**config.mk**
```make
export PLATFORM = sky130hd
export DESIGN_NAME = uart_program_loader
export DESIGN_NICKNAME = d
export VERILOG_FILES = /design/src/rtl/loader_pkg.sv /design/src/rtl/uart_program_loader_byte_packer.sv /design/src/rtl/uart_program_loader.sv
export SDC_FILE = /design/constraint.sdc
export NUM_CORES = 1
export LEC_CHECK = 0
export ABC_AREA = 1
export CAP_MARGIN = 20
export CELL_PAD_IN_SITES_DETAIL_PLACEMENT = 0
export CELL_PAD_IN_SITES_GLOBAL_PLACEMENT = 2
export CORE_AREA = 3 3 164 166
export DETAILED_ROUTE_END_ITERATION = 16
export DIE_AREA = 0 0 167 169
export GPL_ROUTABILITY_DRIVEN = 0
export GPL_TIMING_DRIVEN = 0
export MAX_ROUTING_LAYER = met4
export PLACE_DENSITY_LB_ADDON = 0.1
export SLEW_MARGIN = 20
export SYNTH_ARGS = -nofsm -noshare
export SYNTH_HDL_FRONTEND = slang
export SYNTH_SLANG_ARGS = --single-unit
```
**constraint.sdc**
```tcl
create_clock -name i_clk -period 3.9 [get_ports i_clk]
set_clock_uncertainty 0.2 [all_clocks]
set_input_delay 0.78 -clock i_clk [delete_from_list [all_inputs] [get_ports i_clk]]
set_output_delay 0.78 -clock i_clk [all_outputs]
set_load 0.02 [all_outputs]
```
**src/rtl/loader_pkg.sv**
```systemverilog
// Shared types and constants for the UART program loader.
package loader_pkg;

  localparam int unsigned WORD_W         = 32;
  localparam int unsigned BYTES_PER_WORD = 4;

  typedef enum logic [2:0] {
    S_LEN,
    S_DATA,
    S_SUM,
    S_DONE,
    S_ERR
  } loader_state_t;

endpackage

```
**src/rtl/uart_program_loader_byte_packer.sv**
```systemverilog
// Packs a byte stream big-endian into 32-bit words; shared by header and payload.
// o_word / o_word_ready are combinational so the consumer can register the word
// on the same edge that samples its final byte.
module byte_packer
  import loader_pkg::*;
(
  input  logic              i_clk,
  input  logic              i_rst_n,
  input  logic              i_clear,
  input  logic              i_valid,
  input  logic [7:0]        i_data,
  output logic [WORD_W-1:0] o_word,
  output logic              o_word_ready
);

  localparam int unsigned   IdxW    = $clog2(BYTES_PER_WORD);
  localparam logic [IdxW-1:0] LastIdx = IdxW'(BYTES_PER_WORD - 1);

  logic [IdxW-1:0]   r_idx;
  logic [WORD_W-1:0] r_sh;

  assign o_word       = {r_sh[WORD_W-9:0], i_data};
  assign o_word_ready = i_valid && !i_clear && (r_idx == LastIdx);

  // Byte index and shift register; clear drops any partial word.
  always_ff @(posedge i_clk or negedge i_rst_n) begin
    if (!i_rst_n) begin
      r_idx <= '0;
      r_sh  <= '0;
    end else if (i_clear) begin
      r_idx <= '0;
      r_sh  <= '0;
    end else if (i_valid) begin
      r_idx <= r_idx + IdxW'(1);
      r_sh  <= o_word;
    end
  end

endmodule

```
**src/rtl/uart_program_loader.sv**
```systemverilog
// Boot loader: parses a length-prefixed image from the UART byte stream and
// writes big-endian packed words into instruction memory.
// Optional checksum byte after the payload: define LOADER_CHECKSUM_EN.
module uart_program_loader
  import loader_pkg::*;
#(
  parameter int unsigned ADDR_W    = 14,
  parameter int unsigned BASE_ADDR = 0,
  parameter int unsigned MAX_WORDS = 2 ** ADDR_W
) (
  input  logic              i_clk,
  input  logic              i_rst_n,
  input  logic [7:0]        i_rx_data,
  input  logic              i_rx_valid,
  input  logic              i_restart,
  output logic              o_imem_we,
  output logic [ADDR_W-1:0] o_imem_addr,
  output logic [31:0]       o_imem_wdata,
  output logic              o_busy,
  output logic              o_done,
  output logic              o_err_len,
  output logic              o_err_sum,
  output logic [31:0]       o_word_cnt
);

`ifdef LOADER_CHECKSUM_EN
  localparam bit ChkEn = 1'b1;
`else
  localparam bit ChkEn = 1'b0;
`endif

  localparam logic [ADDR_W-1:0] BaseAddr = ADDR_W'(BASE_ADDR);

  loader_state_t     r_state;
  logic [31:0]       r_ptr;
  logic [31:0]       r_word_cnt;
  logic [7:0]        r_sum;
  logic              r_imem_we;
  logic [ADDR_W-1:0] r_imem_addr;
  logic [31:0]       r_imem_wdata;
  logic              r_busy;
  logic              r_done;
  logic              r_err_len;
  logic              r_err_sum;

  logic              w_pk_valid;
  logic [31:0]       w_word;
  logic              w_word_ready;

  // Only header and payload bytes go through the packer; the checksum byte is used raw.
  assign w_pk_valid = i_rx_valid && ((r_state == S_LEN) || (r_state == S_DATA));

  byte_packer u_packer (
    .i_clk        (i_clk),
    .i_rst_n      (i_rst_n),
    .i_clear      (i_restart),
    .i_valid      (w_pk_valid),
    .i_data       (i_rx_data),
    .o_word       (w_word),
    .o_word_ready (w_word_ready)
  );

  // Loader FSM with write pointer, checksum and sticky status flags.
  always_ff @(posedge i_clk or negedge i_rst_n) begin
    if (!i_rst_n) begin
      r_state      <= S_LEN;
      r_ptr        <= '0;
      r_word_cnt   <= '0;
      r_sum        <= '0;
      r_imem_we    <= 1'b0;
      r_imem_addr  <= '0;
      r_imem_wdata <= '0;
      r_busy       <= 1'b0;
      r_done       <= 1'b0;
      r_err_len    <= 1'b0;
      r_err_sum    <= 1'b0;
    end else begin
      r_imem_we <= 1'b0;
      if (i_restart) begin
        // Restart wins over a coincident byte, which is dropped.
        r_state    <= S_LEN;
        r_ptr      <= '0;
        r_word_cnt <= '0;
        r_sum      <= '0;
        r_busy     <= 1'b0;
        r_done     <= 1'b0;
        r_err_len  <= 1'b0;
        r_err_sum  <= 1'b0;
      end else begin
        case (r_state)
          S_LEN: begin
            if (i_rx_valid) begin
              r_busy <= 1'b1;
              if (w_word_ready) begin
                r_word_cnt <= w_word;
                if (w_word == 32'd0) begin
                  if (ChkEn) begin
                    r_state <= S_SUM;
                  end else begin
                    r_state <= S_DONE;
                    r_done  <= 1'b1;
                    r_busy  <= 1'b0;
                  end
                end else if (w_word > MAX_WORDS) begin
                  r_state   <= S_ERR;
                  r_err_len <= 1'b1;
                  r_busy    <= 1'b0;
                end else begin
                  r_state <= S_DATA;
                end
              end
            end
          end
          S_DATA: begin
            if (i_rx_valid) begin
              r_sum <= r_sum ^ i_rx_data;
            end
            if (w_word_ready) begin
              r_imem_we    <= 1'b1;
              r_imem_wdata <= w_word;
              r_imem_addr  <= BaseAddr + r_ptr[ADDR_W-1:0];
              r_ptr        <= r_ptr + 32'd1;
              if (r_ptr == r_word_cnt - 32'd1) begin
                if (ChkEn) begin
                  r_state <= S_SUM;
                end else begin
                  r_state <= S_DONE;
                  r_done  <= 1'b1;
                  r_busy  <= 1'b0;
                end
              end
            end
          end
          S_SUM: begin
            if (i_rx_valid) begin
              r_state   <= S_DONE;
              r_done    <= 1'b1;
              r_busy    <= 1'b0;
              r_err_sum <= (i_rx_data != r_sum);
            end
          end
          S_DONE, S_ERR: begin
            // Terminal until restart; incoming bytes are ignored.
          end
          default: r_state <= S_ERR;
        endcase
      end
    end
  end

  assign o_imem_we    = r_imem_we;
  assign o_imem_addr  = r_imem_addr;
  assign o_imem_wdata = r_imem_wdata;
  assign o_busy       = r_busy;
  assign o_done       = r_done;
  assign o_err_len    = r_err_len;
  assign o_err_sum    = r_err_sum & ChkEn;
  assign o_word_cnt   = r_word_cnt;

endmodule

```
# Word-level counts from Yosys, hierarchy flattened
# Cells that the tools add are included.
[word_totals] register_bits=143 input_bits=12 out_inout_bits=83 word_cells=98
[classes] add_sub_neg=3 magnitude_cmp=1 n_eq_ne=14 muxes=46 bitwise=1 reduce_logical=22
[ops] cell="2-to-1 mux 32 bit" count=7
[ops] cell="2-to-1 mux 24 bit" count=2
[ops] cell="adder 32 x 1 -> 32 bit (second input constant)" count=1
[ops] cell="== test 32 bit" count=1
[ops] cell="> comparator 32 x 15 -> 1 bit (second input constant)" count=1
[ops] cell="zero test 32 bit" count=1
[ops] cell="subtractor 32 x 1 -> 32 bit (second input constant)" count=1
[ops] cell="2-to-1 mux 1 bit" count=24
[ops] cell="2-to-1 mux 3 bit" count=8
[ops] cell="inequality test 3 x 2 -> 1 bit (second input constant)" count=4
[ops] cell="one-hot mux 3 bit (4 select lines)" count=1
[ops] cell="nonzero test 2 bit" count=6
[ops] cell="AND reduction 5 bit" count=2
[ops] cell="AND reduction 7 bit" count=1
[ops] cell="== test 3 x 2 -> 1 bit (second input constant)" count=2
[ops] cell="inequality test 3 bit (second input constant)" count=2
[ops] cell="one-hot mux 1 bit (3 select lines)" count=2
[ops] cell="AND reduction 3 bit" count=2
[ops] cell="AND reduction 6 bit" count=1
[ops] cell="2-to-1 mux 2 bit" count=2
[ops] cell="inequality test 2 bit (second input constant)" count=2
[ops] cell="nonzero test 4 bit" count=1
[ops] cell="== test 3 x 1 -> 1 bit (second input constant)" count=1
[ops] cell="== test 3 bit (second input constant)" count=1
[ops] cell="9 further kinds" count=11

# Depth between registers and ports, before layout
# Gate-level depths: netlist of the first run.
[logic_depth] depth_word=9 mapped_depth=17 depth_no_buf=17

# Modules after synthesis
# Synthesis of the first run repeated with hierarchy kept, for this count alone.
[unflattened] hier_cells=1045 hier_area_um2=7908.8
[modules_own_cells] mod="uart_program_loader" n_inst=1 cells_per_inst=921 area_each_um2=6781.5 seq_area_each_um2=2927.8
[modules_own_cells] mod="byte_packer" n_inst=1 cells_per_inst=124 area_each_um2=1127.3 seq_area_each_um2=650.6

# Worst setup path before layout of the first run
# No wires, ideal clock.
[synth_timing] path_type="input -> register" startpoint="input port i_restart" endpoint="register r_ptr[21]" setup_time_ps=123 t_arrival_ps=2050 required_time_ps=3577 path_slack_ps=1527 cell_stages=13 path_buffers=1 cell_sequence="clkbuf_8 inv_1 nand3_4 nor2_8 inv_2 nor2_4 nand2_2 nor2_4 nand2_2 nor3_4 nand3_2 nand3_1 o21ai_1"
[synth_between] elab_chain_cells=5 word_cells_on_any_way=7 cone_classes="mux (1); reduce/logical (6)"
[synth_lines] item="start, declared" line_no="uart_program_loader.sv:15" source="input logic i_restart,"
[synth_lines] item="zero test 1 bit" line_no="uart_program_loader_byte_packer.sv:23" source="assign o_word_ready = i_valid && !i_clear && (r_idx == LastIdx);"
[synth_lines] item="logical AND 1 bit (2 in a row)" line_no="uart_program_loader_byte_packer.sv:23"
[synth_lines] item="nonzero test 2 bit (no line)"
[synth_lines] item="AND reduction 2 bit (no line)"
[synth_lines] item="end signal, assigned" line_no="uart_program_loader.sv:122" source="r_ptr <= r_ptr + 32'd1;"
[synth_lines] item="end, declared" line_no="uart_program_loader.sv:35" source="logic [31:0] r_ptr;"
# Parallel ways exist; a longest one is shown, timed or not.
# A chain may end at the register's enable or synchronous reset.

# Final worst setup path of the first run
[layout_timing] startpoint="input port i_rx_valid" endpoint="register r_imem_wdata[28] (netlist: o_imem_wdata[28])"
[layout_between] elab_chain_cells=4
[layout_lines] item="start, declared" line_no="uart_program_loader.sv:14" source="input logic i_rx_valid,"
[layout_lines] item="logical AND 1 bit" line_no="uart_program_loader.sv:51" source="assign w_pk_valid = i_rx_valid && ((r_state == S_LEN) || (r_state == S_DATA));"
[layout_lines] item="logical AND 1 bit (2 in a row)" line_no="uart_program_loader_byte_packer.sv:23"
[layout_lines] item="AND reduction 3 bit (no line)"
[layout_lines] item="end signal, assigned" line_no="uart_program_loader.sv:120" source="r_imem_wdata <= w_word;"
[layout_lines] item="end, declared" line_no="uart_program_loader.sv:40" source="logic [31:0] r_imem_wdata;"
# Every way passes these cells.

==> summary.txt, run 1 <==
final core utilization: 0.372
CTS Root Cell: clkbuf_16
status: complete, no violations
average routed wire per standard cell: 17.8 um
initial core utilization: 0.297
most used cell, CP: clkbuf_1
top cells by area, synth: dfrtp_1 (47%), nand2_1 (12%), o21ai_0 (7.9%)
Mapped Nets: 1007
via/cell ratio: 4.56
vias in the first global route: 6797
crit-path max FO: 10
Vias: 6621
dpl ws: 0.181 ns
number of diodes: 0
Total Wirelength: 25.8 mm
crit path DAT: 3.30 ns
Sw Share: 0.336
PostCTS Resize Cnt: 0
Yosys cell types: 44
global-route wire length before repair: 40.5 mm
Ports: 95
Die Wd: 167 um
P_int: 2760 uW
Critical Path Max Stage Delay: 0.67 ns
placed instance count: 1420
Final setup viols: 0
Min-Delay Path Class: in -> async
Avg Cell Area, Syn: 7.72 um2
Min Hold Slack: 0.0769 ns
FFs w/ async S/R, synth: 1.00
slew margin rel.: 0.442
CP endpoint kind: flop
Final period util: 0.826
Leak Pwr: 0.00449 uW
Slew @ Worst Pin: 0.837 ns
minimum clock period: 3.22 ns
pin count of the biggest net entering global routing: 89
share of layout cells above drive strength 1: 0.0806
Overall Power: 4150 uW
critical setup path kind: in -> reg
DRC viols: 0
TritonCTS clock tree: done
crit-path leading delay family: buffers and inverters
Combinational Power Share: 0.212
Synth top area share: 0.467
Pins Over Slew Limit: 0
sequential power share: 0.395
synth cell count leaders: nand2_1 (240), dfrtp_1 (143), inv_1 (124), o21ai_0 (121), nor2_1 (117)
final worst setup slack: 0.677 ns
Sw Pwr: 1390 uW
Post-Syn Instances: 992
sequential fraction of the synthesis area: 0.467
fmax: 0.310 GHz
remaining antenna violation count after routing: 0
Worst setup SP type: input pin
GRT overflow: 0
Yosys warnings: 0
area leader, netlist: dfrtp_1
Seq cells post-synth: 143
Power Dens Cells: 432 nW/um2
cell area after synthesis: 7660 um2
clk sinks: 143
gr usage total: 0.194
Critical Path Slowest Stage Cell: clkbuf_1
number of enable flip-flop cells after synthesis: 0
DP HPWL: 19.9 mm
CP Data Required Time: 3.98 ns
CTS Hold Buffers Added: 0
core footprint: 25800 um2
crit-path cells: clkdlybuf4s50_1, nand2_2, nor2_4, nand3_4, nor2_8, inv_2, clkbuf_1, clkbuf_1, o21ai_0
row cnt: 59
clock share of power: 0.393
initial antenna violation count: 0
drt pass-1 iters: 5
1st-iter DRT viols: 410
top_reg_cell synth: dfrtp_1
maxcap violations: 0
Clock H-tree levels: 4
clk slew on worst S/H paths: 0.07 ns
die footprint: 28200 um2
final std cells w/o fill: 1451
clock buffer count from CTS: 17
CP Buf/Inv Count: 4
port bufs: 92
Final Hold Vio Count: 0
RSZ-0062 raised after global routing: no
count leader, synth: nand2_1
CTS Buffer Depth: 2
peak supply drop: 0.000240 V
Final #Nets: 1119
Area growth syn-to-layout: 25.3%
postcts setup bufs: 0
chip height: 169 um
later-pin clock latency in the skew report: 0.43 ns
## placed cells by master, fill, tap and decap left out, types with 5 or more instances in the layout
cell type / instances
inv_2: 5
o21ai_0: 121
nand2_1: 240
nand4_1: 24
nand3b_1: 7
clkbuf_16: 17
nor2_2: 12
clkdlybuf4s50_1: 91
o21ai_1: 7
xor2_1: 20
mux2_2: 5
nand2_2: 11
buf_1: 8
inv_1: 124
nor2_1: 117
clkbuf_1: 19
a21oi_1: 16
nor2_4: 8
dfrtp_1: 143
xnor2_1: 12
nor3_1: 9
nand3_1: 43
## cell type report
| class | count | area (um2) |
|---|---|---|
| fill | 2707 | 16200 |
| sequential | 143 | 3580 |
| multi-input combinational | 688 | 3440 |
| timing repair buffer | 93 | 953 |
| inverter | 129 | 484 |
| clock buffer | 19 | 443 |
| tap | 335 | 419 |
| buffer | 32 | 151 |
| clock inverter | 12 | 125 |
## through the flow
step / TNS (ns) / cell area [um2]
floorplan: 0 / 7660
global placement: -651.92 / 9000
detailed placement: 0 / 9030
CTS: 0 / 9600
global route: 0 / 9600
finish: 0 / 9600
## flip-flops by register name (all words and copies together), names as in the netlist
register,flops
o_busy,1
o_done,1
o_err_len,1
o_imem_addr,14
o_imem_wdata,32
o_imem_we,1
o_word_cnt,32
r_ptr,32
r_state,3
u_packer.r_idx,2
u_packer.r_sh,24
## final timing paths
check,startpoint,endpoint,slack [ns],cells past startpoint
setup reg to reg,u_packer.r_idx[0],o_imem_wdata[28],0.93,7
setup / recovery,i_rx_valid,o_imem_wdata[28],0.68,9
hold reg to reg,o_imem_addr[0],o_imem_addr[0],0.27,2
hold / removal,i_rst_n,r_ptr[25],0.08,1
min in group i_clk,o_imem_addr[0],o_imem_addr[0],0.27,2
max in group asynchronous,i_rst_n,u_packer.r_idx[0],2.57,2
## per-layer routing
layer | vias up | part of all wire | GRT usage
met5 | - | 0 | -
met4 | 0 | 0.016 | 0.0495
met3 | 26 | 0.027 | 0.0257
met2 | 114 | 0.48 | 0.315
met1 | 3078 | 0.48 | 0.258
li1 | 3403 | - | -
## cell families after synthesis
family                     synth area share
DFF                                   0.467
xor gates and xnor gates             0.0366
adders and majority gates           0.00490
buffers and inverters                0.0830
AOI/OAI and AO/OA                     0.108
muxes                               0.00997
other                              0.000490
and+or+nand+nor                       0.290
## power groups by stage
| stage | Combinational, uW | Clock (uW) | Sequential, uW |
|---|---|---|---|
| floorplan | 542 | 0 | 1680 |
| global placement | 891 | 0 | 1670 |
| finish | 880 | 1630 | 1640 |
| detailed placement | 895 | 0 | 1670 |
| global route | 998 | 1740 | 1650 |
| CTS | 897 | 1680 | 1640 |
Power figures use the tool's default switching activity.
==> run 2: changes to the inputs <==
Clock period 3.9 ns to 3.3 ns, I/O delays scaled along.
==> summary.txt, run 2 (synthesis results as in run 1) <==
Total Wirelength: 25.8 mm
postcts setup bufs: 0
crit path DAT: 3.20 ns
Die Wd: 167 um
via/cell ratio: 4.57
# fillers: 2708
PostCTS Resize Cnt: 0
RSZ-0062 raised after global routing: no
met1 usage: 0.258
remaining antenna violation count after routing: 0
crit-path max FO: 10
number of diodes: 0
Power Dens Cells: 510 nW/um2
clk slew on worst S/H paths: 0.07 ns
Leak Pwr: 0.00450 uW
fmax: 0.321 GHz
met3 Track Usage GR: 0.0257
maxcap violations: 0
later-pin clock latency in the skew report: 0.43 ns
met2 Resource Use GR: 0.315
CTS Buffer Depth: 2
Min Hold Slack: 0.273 ns
Final setup viols: 0
pin count of the biggest net entering global routing: 89
global-route wire length before repair: 40.5 mm
initial antenna violation count: 0
Final #Nets: 1120
Most Used Layer, Global Route: met2
DRC viols: 0
peak supply drop: 0.000283 V
slew margin rel.: 0.427
clock buffer count from CTS: 17
Pins Over Slew Limit: 0
Worst setup SP type: input pin
Final period util: 0.945
Overall Power: 4900 uW
chip height: 169 um
core footprint: 25800 um2
TritonCTS clock tree: done
Cells on Worst Hold Path: 2
most common cell after layout, fill and taps aside: nand2_1
die footprint: 28200 um2
Slew @ Worst Pin: 0.860 ns
row cnt: 59
Area growth syn-to-layout: 25.5%
port bufs: 92
GRT overflow: 0
clk sinks: 143
CP endpoint kind: flop
vias in the first global route: 6800
Final Cell Area: 9610 um2
1st-iter DRT viols: 400
dpl cell area: 9030 um2
Final Hold Vio Count: 0
Min-Delay Path Class: reg -> reg
Clock H-tree levels: 4
average routed wire per standard cell: 17.8 um
Vias: 6637
minimum clock period: 3.12 ns
CP Data Required Time: 3.38 ns
Worst R2R Path Depth: 7
DP HPWL: 19.9 mm
share of layout cells above drive strength 1: 0.0806
CTS Root Cell: clkbuf_16
drt pass-1 iters: 5
gr usage total: 0.194
most frequent cells in the layout: nand2_1 (240), dfrtp_1 (143), inv_1 (124)
status: complete, no violations
initial core utilization: 0.297
critical setup path kind: in -> reg
Ports: 95
run 2: cell types whose count changed in the layout (fill, tap and decap cells not counted), sizes merged:
| cell | change |
|---|---|
| dlygate4sd3 | +1 |
run 2: power breakdown:
group / total (uW) / internal [uW] / leakage (uW) / switching [uW]
combinational: 1040 / 346 / 0.00225 / 696
clock: 1920 / 1070 / 0.000275 / 850
sequential: 1940 / 1840 / 0.00198 / 97.3
run 2: layout make-up:
type / instances / area (um2) / share of cell area
inverters: 129 / 484 / 0.0504
plain buffers: 32 / 151 / 0.0158
repair buffers: 94 / 963 / 0.100
well taps: 335 / 419 / 0.0436
flip-flops and latches: 143 / 3580 / 0.372
clock inverters: 12 / 125 / 0.0130
clock buffers: 19 / 443 / 0.0461
multi-input cells: 688 / 3440 / 0.358
run 2: final timing paths:
check / to / startpoint / slack, ns
max reg2reg: o_imem_wdata[28] / u_packer.r_idx[0] / 0.32
max: o_imem_wdata[28] / i_rx_valid / 0.18
min reg2reg: o_imem_addr[0] / o_imem_addr[0] / 0.27
min: o_imem_addr[0] / o_imem_addr[0] / 0.27
max in group asynchronous: u_packer.r_idx[0] / i_rst_n / 1.50
min in group asynchronous: r_ptr[25] / i_rst_n / 0.55
run 2: per-stage QoR:
stage	utilization	cells	setup WS (ns)	setup TNS (ns)
CTS	0.373	1452	0.163	0
floorplan	-	992	1.03	0
global route	0.373	1452	0.0160	0
detailed placement	0.350	1420	-0.299	-3.98
finish	0.373	1452	0.180	0
global placement	0.349	1419	-5.06	-726.01
run 2: worst max-delay path, stage by stage:
cell	delay, ns
clkdlybuf4s50_1	0.44
nand2_2	0.10
nor2_4	0.05
nand3_4	0.11
nor2_8	0.07
inv_2	0.24
clkbuf_1	0.69
clkbuf_1	0.62
o21ai_0	0.19
run 2: layer usage:
layer / vias up / wire length (um)
met4: 0 / 400
met5: - / 0
met2: 108 / 12300
met1: 3100 / 12500
met3: 26 / 642
li1: 3403 / -
run 2: repair_timing:
item	in CTS	in global routing
hold endpoints to repair	55	0
setup endpoints to repair	0	0
hold buffers	1	0
==> run 3: changes to the inputs <==
Settings changed: PLACE_DENSITY from default to 0.86, PLACE_DENSITY_LB_ADDON 0.1 to default.
Clock period 3.3 ns to 3.9 ns, I/O delays scaled along.
==> summary.txt, run 3 (synthesis results as in run 1) <==
Multi-input gate area: 3440 um2
# fillers: 2714
Ports: 95
drt pass-1 iters: 5
crit-path max FO: 10
Clock H-tree levels: 4
clk sinks: 143
TritonCTS clock tree: done
later-pin clock latency in the skew report: 0.44 ns
pin count of the biggest net entering global routing: 86
Final setup viols: 0
initial antenna violation count: 0
Reg area: 3580 um2
most frequent cells in the layout: nand2_1 (240), dfrtp_1 (143), inv_1 (124)
flop2flop setup slack: 1.01 ns
dpl cell area: 9030 um2
Final #Nets: 1119
row cnt: 59
Total Wirelength: 24.2 mm
minimum clock period: 3.15 ns
global-route wire length before repair: 38.3 mm
CTS Buffer Depth: 2
PostCTS Resize Cnt: 0
critical setup path kind: in -> reg
chip height: 169 um
Power Dens Cells: 432 nW/um2
CTS Root Cell: clkbuf_16
Final period util: 0.808
slew margin rel.: 0.396
average routed wire per standard cell: 16.7 um
Overall Power: 4150 uW
TNS Setup: 0 ns
port bufs: 92
initial core utilization: 0.297
RSZ-0062 raised after global routing: no
crit path DAT: 3.24 ns
remaining antenna violation count after routing: 0
share of layout cells above drive strength 1: 0.0815
Pins Over Slew Limit: 0
CTS Hold Buffers Added: 0
Worst setup SP type: input pin
gr usage total: 0.180
vias in the first global route: 6673
peak supply drop: 0.000257 V
Slew @ Worst Pin: 0.906 ns
status: complete, no violations
Min-Delay Path Class: in -> async
Die Wd: 167 um
clock buffer count from CTS: 17
most used cell, CP: clkbuf_1
maxcap violations: 0
fmax: 0.318 GHz
Final Cell Area: 9610 um2
Vias: 6771
core footprint: 25800 um2
final core utilization: 0.373
Area growth syn-to-layout: 25.5%
postcts setup bufs: 0
number of diodes: 0
Critical Path Slowest Stage Cell: clkbuf_1
CP endpoint kind: flop
Leak Pwr: 0.00450 uW
CP Data Required Time: 3.99 ns
crit-path cells: clkdlybuf4s50_1, nand2_2, nor2_4, nand3_4, nor2_8, inv_2, clkbuf_1, clkbuf_1, o21ai_0
clk slew on worst S/H paths: 0.06 ns
dpl ws: 0.313 ns
GRT overflow: 0
Critical Path Max Stage Delay: 0.72 ns
1st-iter DRT viols: 463
DRC viols: 0
most common cell after layout, fill and taps aside: nand2_1
via/cell ratio: 4.66
die footprint: 28200 um2
final worst setup slack: 0.751 ns
Final Hold Vio Count: 0
DP HPWL: 18.7 mm
[run 3: cell types whose count changed in the layout (fill, tap and decap cells not counted)]
cell	before	now
inv_6	4	6
clkbuf_8	2	3
clkinvlp_4	2	1
dlygate4sd3_1	1	0
inv_8	2	1
[run 3: final timing paths]
kind	start	endpoint	cells after the start
setup / recovery	i_rx_valid	o_imem_wdata[28]	9
hold / removal	i_rst_n	o_imem_wdata[28]	1
setup reg to reg	u_packer.r_idx[0]	o_imem_wdata[28]	7
hold reg to reg	o_done	o_done	2
max in group asynchronous	i_rst_n	r_ptr[14]	2
min in group i_clk	o_done	o_done	2
[run 3: layer usage]
metal	part of all wire	global-route usage	up-vias
li1	-	-	3397
met1	0.49	0.245	3217
met2	0.47	0.287	126
met3	0.028	0.0210	31
met4	0.015	0.0491	0
met5	0	-	-
[run 3: report_power, final]
part / switching [uW] / internal [uW]
Combinational: 575 / 292
Sequential: 81.0 / 1560
Clock: 719 / 930
Total: 1370 / 2780
[run 3: critical path, delay by kind of cell]
kind | cells | cell delay [ns]
buf+inv | 4 | 1.94
compound gates | 1 | 0.17
simple gates | 4 | 0.33
[run 3: stage by stage]
stage               cells  hold slack (ns)
finish               1452           0.0641
global route         1452            0.106
CTS                  1452           0.0930
detailed placement   1420            0.262
global placement     1419            0.259
floorplan             992            0.246
[run 3: layout make-up]
class / count / area share
Multi-Input combinational cell: 688 / 0.358
Clock inverter: 12 / 0.0129
Buffer: 32 / 0.0158
Timing Repair Buffer: 93 / 0.0992
Sequential cell: 143 / 0.372
Inverter: 129 / 0.0504
Tap cell: 335 / 0.0436
Clock buffer: 20 / 0.0475
